===== src/rtl/vga_frame_sig.sv =====
// ---------------------------------------------------------------------------
// vga_frame_sig
//
// Frame signature analyzer on the consuming side of the VGA pixel stream.
// After a single-cycle arm it waits for the next start of frame (DE pixel at
// x==0, y==0), folds every DE-qualified rgb value of that frame into a
// CCITT CRC-16 (poly 0x1021, non-reflected, no final XOR, 12 bits per pixel
// MSB first), counts the pixels and tracks raster geometry.  After the frame
// ends the results are latched and sig_valid pulses for one cycle.
//
// Parameters
//   H_ACTIVE   active pixels per line
//   V_ACTIVE   active lines per frame
//   CRC_INIT   CRC seed loaded at start of frame
//
// Ports
//   clk        pixel clock
//   reset      asynchronous, active-high reset
//   x, y       pixel column / row from the timing generator
//   DE         active-video qualifier
//   rgb        pixel colour {R[3:0],G[3:0],B[3:0]}
//   arm        single-cycle capture request (honoured only when idle)
//   golden     expected signature (used only with VGA_SIG_GOLDEN_EN)
//   busy       high while waiting for SOF or capturing
//   sig_valid  one-cycle pulse when the result outputs update
//   sig        CRC of the last captured frame
//   pix_count  DE pixels in the last captured frame (saturating)
//   err_geom   last frame had a geometry error
//   match      sig == golden and no geometry error (0 without the macro)
//
// Build option
//   VGA_SIG_GOLDEN_EN  compiles in the golden comparator; otherwise match
//                      is tied low and golden is ignored.
// ---------------------------------------------------------------------------
module vga_frame_sig #(
  parameter int          H_ACTIVE = 640,
  parameter int          V_ACTIVE = 480,
  parameter logic [15:0] CRC_INIT = 16'hFFFF
) (
  input  logic        clk,
  input  logic        reset,
  input  logic [9:0]  x,
  input  logic [9:0]  y,
  input  logic        DE,
  input  logic [11:0] rgb,
  input  logic        arm,
  input  logic [15:0] golden,
  output logic        busy,
  output logic        sig_valid,
  output logic [15:0] sig,
  output logic [18:0] pix_count,
  output logic        err_geom,
  output logic        match
);

  localparam logic [1:0] S_IDLE     = 2'd0;
  localparam logic [1:0] S_WAIT_SOF = 2'd1;
  localparam logic [1:0] S_CAPTURE  = 2'd2;
  localparam logic [1:0] S_DONE     = 2'd3;

  localparam logic [9:0]  X_LAST    = 10'(H_ACTIVE - 1);
  localparam logic [9:0]  Y_LAST    = 10'(V_ACTIVE - 1);
  localparam logic [18:0] FRAME_PIX = 19'(H_ACTIVE * V_ACTIVE);

  // Twelve CRC-16/CCITT steps unrolled, rgb[11] (R[3]) enters first.
  function automatic logic [15:0] crc16_fold12(input logic [15:0] c_in,
                                               input logic [11:0] d);
    logic [15:0] c;
    c = c_in;
    for (int i = 11; i >= 0; i--) begin
      if (c[15] ^ d[i]) c = {c[14:0], 1'b0} ^ 16'h1021;
      else              c = {c[14:0], 1'b0};
    end
    return c;
  endfunction

  function automatic logic [18:0] sat_inc19(input logic [18:0] c);
    return (&c) ? c : c + 19'd1;
  endfunction

  logic [1:0]  state, state_nxt;
  logic [15:0] crc_p0;
  logic [18:0] cnt_p0;
  logic        geom_p0;
  logic [9:0]  px_p0, py_p0;

  logic        sof, eof, out_of_range, not_succ, frame_err;
  logic [9:0]  exp_x, exp_y;
  logic [15:0] crc_nxt;

  assign sof          = DE && (x == 10'd0) && (y == 10'd0);
  assign eof          = DE && (x == X_LAST) && (y == Y_LAST);
  assign out_of_range = (x > X_LAST) || (y > Y_LAST);

  // Raster successor of the previously folded pixel.
  assign exp_x    = (px_p0 == X_LAST) ? 10'd0 : px_p0 + 10'd1;
  assign exp_y    = (px_p0 == X_LAST) ? py_p0 + 10'd1 : py_p0;
  assign not_succ = (x != exp_x) || (y != exp_y);

  // The SOF pixel folds onto the seed, later pixels onto the running CRC.
  assign crc_nxt   = crc16_fold12((state == S_WAIT_SOF) ? CRC_INIT : crc_p0, rgb);
  assign frame_err = geom_p0 || (cnt_p0 != FRAME_PIX);

  always_comb begin
    state_nxt = state;
    case (state)
      S_IDLE:     if (arm) state_nxt = S_WAIT_SOF;
      S_WAIT_SOF: if (sof) state_nxt = eof ? S_DONE : S_CAPTURE;
      S_CAPTURE:  if (sof || eof) state_nxt = S_DONE;
      default:    state_nxt = S_IDLE;
    endcase
  end

  // ---- stage p0: frame accumulation (loaded at SOF, no reset needed) ----
  always_ff @(posedge clk) begin
    if (state == S_WAIT_SOF && sof) begin
      crc_p0  <= crc_nxt;
      cnt_p0  <= 19'd1;
      geom_p0 <= 1'b0;
      px_p0   <= x;
      py_p0   <= y;
    end else if (state == S_CAPTURE && DE) begin
      if (sof) begin
        // A new frame started before EOF: close this one as broken and
        // leave the SOF pixel unfolded.
        geom_p0 <= 1'b1;
      end else begin
        crc_p0  <= crc_nxt;
        cnt_p0  <= sat_inc19(cnt_p0);
        geom_p0 <= geom_p0 | out_of_range | not_succ;
        px_p0   <= x;
        py_p0   <= y;
      end
    end
  end

  // ---- stage p1: control and registered result outputs ----
  always_ff @(posedge clk or posedge reset) begin
    if (reset) begin
      state     <= S_IDLE;
      busy      <= 1'b0;
      sig_valid <= 1'b0;
      sig       <= 16'h0000;
      pix_count <= 19'd0;
      err_geom  <= 1'b0;
`ifdef VGA_SIG_GOLDEN_EN
      match     <= 1'b0;
`endif
    end else begin
      state     <= state_nxt;
      busy      <= (state_nxt == S_WAIT_SOF) || (state_nxt == S_CAPTURE);
      sig_valid <= (state == S_DONE);
      if (state == S_DONE) begin
        sig       <= crc_p0;
        pix_count <= cnt_p0;
        err_geom  <= frame_err;
`ifdef VGA_SIG_GOLDEN_EN
        match     <= (crc_p0 == golden) && !frame_err;
`endif
      end
    end
  end

`ifndef VGA_SIG_GOLDEN_EN
  logic unused_golden;
  assign unused_golden = ^golden;
  assign match         = 1'b0;
`endif

endmodule


===== config.mk =====
export PLATFORM = sky130hd
export DESIGN_NAME = vga_frame_sig
export DESIGN_NICKNAME = d
export VERILOG_FILES = /design/src/rtl/vga_frame_sig.sv
export SDC_FILE = /design/constraint.sdc
export NUM_CORES = 1
export LEC_CHECK = 0
export ABC_AREA = 1
export BUFFER_PORTS_ARGS = -buffer_cell sky130_fd_sc_hd__buf_2
export CORE_UTILIZATION = 25
export CTS_CLUSTER_DIAMETER = 60
export DETAILED_ROUTE_END_ITERATION = 10
export GPL_ROUTABILITY_DRIVEN = 0
export GPL_TIMING_DRIVEN = 1
export SYNTH_ARGS = -nofsm -noshare
export SYNTH_HDL_FRONTEND = slang
export SYNTH_SLANG_ARGS = --single-unit

===== constraint.sdc =====
create_clock -name clk -period 2.74 [get_ports clk]
set_input_delay 0.411 -clock clk [delete_from_list [all_inputs] [get_ports clk]]
set_output_delay 0.411 -clock clk [all_outputs]
set_load 0.01 [all_outputs]

==> out/results.tsv <==
metric	value	unit
outcome	completed	
xor/xnor cell area share of the yosys netlist	13.56	%
Worst R2R Setup Slack	0.53	ns
WP data arrival	2.46	ns
share of cells above drive strength 1	17.43	%
# diodes	0	
pwr dens	718.9	mW/mm²
Clk Latency, worst-skew pair	0.35	ns
Clk Tree Root Cell	clkbuf_16	
Worst Setup Path Type	flip-flop to flip-flop	
mean post-synth cell area	8.450	µm²
RSZ-0062 raised after global routing	false	
cells on worst reg2reg path	9	
largest family of logic cells by synthesized area	simple AND/OR/NAND/NOR gates	
DRT antenna net count	0	
Syn Std Cell Area	0.005416	mm²
crit path capture type	flip-flop	
Critical Path RT	2.98	ns
clk sink count	96	
post-synthesis register bit count	96	
first-pass GRT wire length	22270	µm
DP HPWL	10040	µm
PortBufs	73	
Worst VDD drop	338.7	µV
Starting Density	25.60	%
R2R Path Start	cnt_p0[0]	
Max Transition Viols Final	0	
grt ovf	0	
drt drc	0	
DR WL/cell	13.29	µm
worst-case clock skew	0.007470	ns
Final period util	80.81	%
Global Route Usage Sum	12.97	%
mux cell area share after synthesis	0	%
hold crit path type	input pin to async pin	
PnR worst setup slack	0.5258	ns
largest net degree at the start of global routing	41	
Post-CTS Setup Inserts	0	
Post-Syn Nets	697	
reg2reg end	cnt_p0[7]	
cells after synthesis	641	
Detailed Route WL	13260	µm
Core Footprint	0.02115	mm²
CTS H-tree depth	3	
post-place setup slack	0.4817	ns
number of vias per cell	4.411	
area delta synth->final	18.13	%
post-cts resize count	0	
CTS tree	yes	
antenna violations before repair	0	
die height	149.2	µm
clock buffer depth	2	
CTS Buf Count	9	
Fin. Hold Viols	0	
die area	0.02226	mm²
initial DRC count	290	
max-cap violations	0	
DIE WIDTH	149.2	µm
P_leak	2.841	nW
CP startpoint kind	flip-flop	
clock-pin slew on the worst setup and hold paths	0.07	ns
post-synthesis sequential area ratio	45.83	%
Via Count	4402	
number of global-route vias before repair	4273	
Max Fclk	451.6	MHz
Post-Synth Simple-Gate Area	25.87	%
final setup fails	0	
worst-margin pin slew	0.9394	ns
crit path time final	2.214	ns
fraction of the mapped netlist area in compound gates	6.260	%
drt first pass iters	5	
Ports	91	
num rows	53	
Yosys cell types	34	
Final nets	774	
crit-path max FO	13	
adder-cell share of the synthesized area	0.9240	%
Syn. warnings	0	
cts hold-fix bufs	0	
Slew HR	37.37	%
post-route setup TNS	0	ns
[cell type report]
type | count | area, µm²
inverters | 87 | 326.6
flip-flops and latches | 96 | 2482
fillers | 2261 | 14760
well taps | 275 | 344.1
multi-input cells | 444 | 2531
clock inverters | 7 | 46.29
repair buffers | 80 | 442.9
clock buffers | 9 | 225.2
[logic make-up (layout without fill, tap and decap cells)]
| family | Yosys count | count (layout) |
|---|---|---|
| XOR/XNOR | 65 | 65 |
| adder cells (fa/ha/maj) | 4 | 4 |
| AO/OA/AOI/OAI | 67 | 67 |
| AND/OR/NAND/NOR | 307 | 307 |
| flip-flops | 96 | 96 |
| buffers and inverters | 101 | 183 |
| other | 1 | 1 |
[where the power goes]
group          leakage [nW]  switching, mW  internal (mW)  total, mW
logic                  1.70          0.863          0.582       1.45
registers              1.01          0.150           1.81       1.96
clock network         0.130          0.578          0.616       1.19
[per-stage QoR]
| step | total power, mW | cells | utilization (%) | hold slack (ns) | instance area [µm²] |
|---|---|---|---|---|---|
| after floorplan | 2.986 | 641 | - | 0.4435 | 5416 |
| after global placement | 3.425 | 982 | 28.96 | 0.4521 | 6127 |
| after detailed placement | 3.464 | 982 | 28.96 | 0.4608 | 6127 |
| after CTS | 4.679 | 998 | 30.25 | 0.2597 | 6399 |
| after global routing | 4.913 | 998 | 30.25 | 0.2670 | 6399 |
| final | 4.600 | 998 | 30.25 | 0.2469 | 6399 |
[worst max-delay path, stage by stage, from the launching register on]
cell and delay, ns:
dfxtp_1 0.42, ha_1 0.25, inv_1 0.10, nor4_4 0.39
nand3_1 0.14, nand2_1 0.26, buf_4 0.26, nor2_1 0.05
o21ai_0 0.17, nor2_1 0.07
[state kept, by name, summed over array words and instances, names as in the netlist, 2 cells and up]
| name | flops |
|---|---|
| cnt_p0 | 19 |
| crc_p0 | 16 |
| pix_count | 19 |
| px_p0 | 10 |
| py_p0 | 10 |
| sig | 16 |
| state | 2 |
[routing by layer]
metal / track usage (%) / vias up / share of wire, %
met5: 0 / - / 0
met4: 5.204 / 0 / 1.7
met3: 2.538 / 15 / 4.3
met2: 20.44 / 85 / 45
met1: 17.35 / 2059 / 49
li1: - / 2243 / -
[synthesized netlist by cell type]
master | count | share of area, %
nand3b_1 | 1 | 0.14
buf_2 | 3 | 0.28
xnor2_1 | 11 | 1.8
or2_2 | 1 | 0.12
nand2_1 | 154 | 11
nor4_1 | 8 | 0.92
ha_1 | 4 | 0.92
o21ai_1 | 2 | 0.18
nor2_1 | 46 | 3.2
nor2_4 | 1 | 0.21
edfxtp_1 | 36 | 20
nor2_2 | 2 | 0.23
a21o_1 | 1 | 0.14
nand3_1 | 38 | 3.5
xor2_4 | 4 | 2.0
a21oi_1 | 20 | 1.8
dfrtp_1 | 40 | 18
nor3_1 | 25 | 2.3
nand3_4 | 1 | 0.32
conb_1 | 1 | 0.069
xnor2_2 | 12 | 3.6
buf_4 | 2 | 0.28
o21ai_0 | 43 | 4.0
inv_2 | 2 | 0.14
nand2_4 | 5 | 1.0
xor2_1 | 38 | 6.1
nand4_1 | 22 | 2.5
buf_6 | 2 | 0.42
dfxtp_1 | 20 | 7.4
nor4_4 | 1 | 0.39
clkbuf_1 | 7 | 0.49
o22ai_1 | 1 | 0.12
inv_1 | 85 | 5.9
nor3b_1 | 2 | 0.28
[how the worst max path moves through the flow]
stage	slack (ns)	depth (start not counted)	endpoint	start
after floorplan	0.49	7	crc_p0[0]	x[0]
after global placement	0.48	9	crc_p0[9]	x[8]
after detailed placement	0.48	9	crc_p0[1]	y[5]
after CTS	0.56	9	cnt_p0[7]	cnt_p0[0]
after global routing	0.31	11	geom_p0	px_p0[0]
final	0.53	9	cnt_p0[7]	cnt_p0[0]
[layout by cell type (no fill, tap or decap), types with 3 or more instances in the layout]
master / instances
nand2_1: 153
inv_1: 84
nor2_1: 46
inv_2: 3
dfrtp_1: 40
edfxtp_1: 36
nand4_1: 22
nand2_4: 5
xnor2_1: 11
clkbuf_16: 9
xor2_1: 38
buf_2: 73
nor3_1: 25
xor2_4: 4
dfxtp_1: 20
buf_4: 5
nor4_1: 8
a21oi_1: 20
nand3_1: 38
ha_1: 4
o21ai_0: 43
xnor2_2: 12
(Power assumes the default switching activity.)
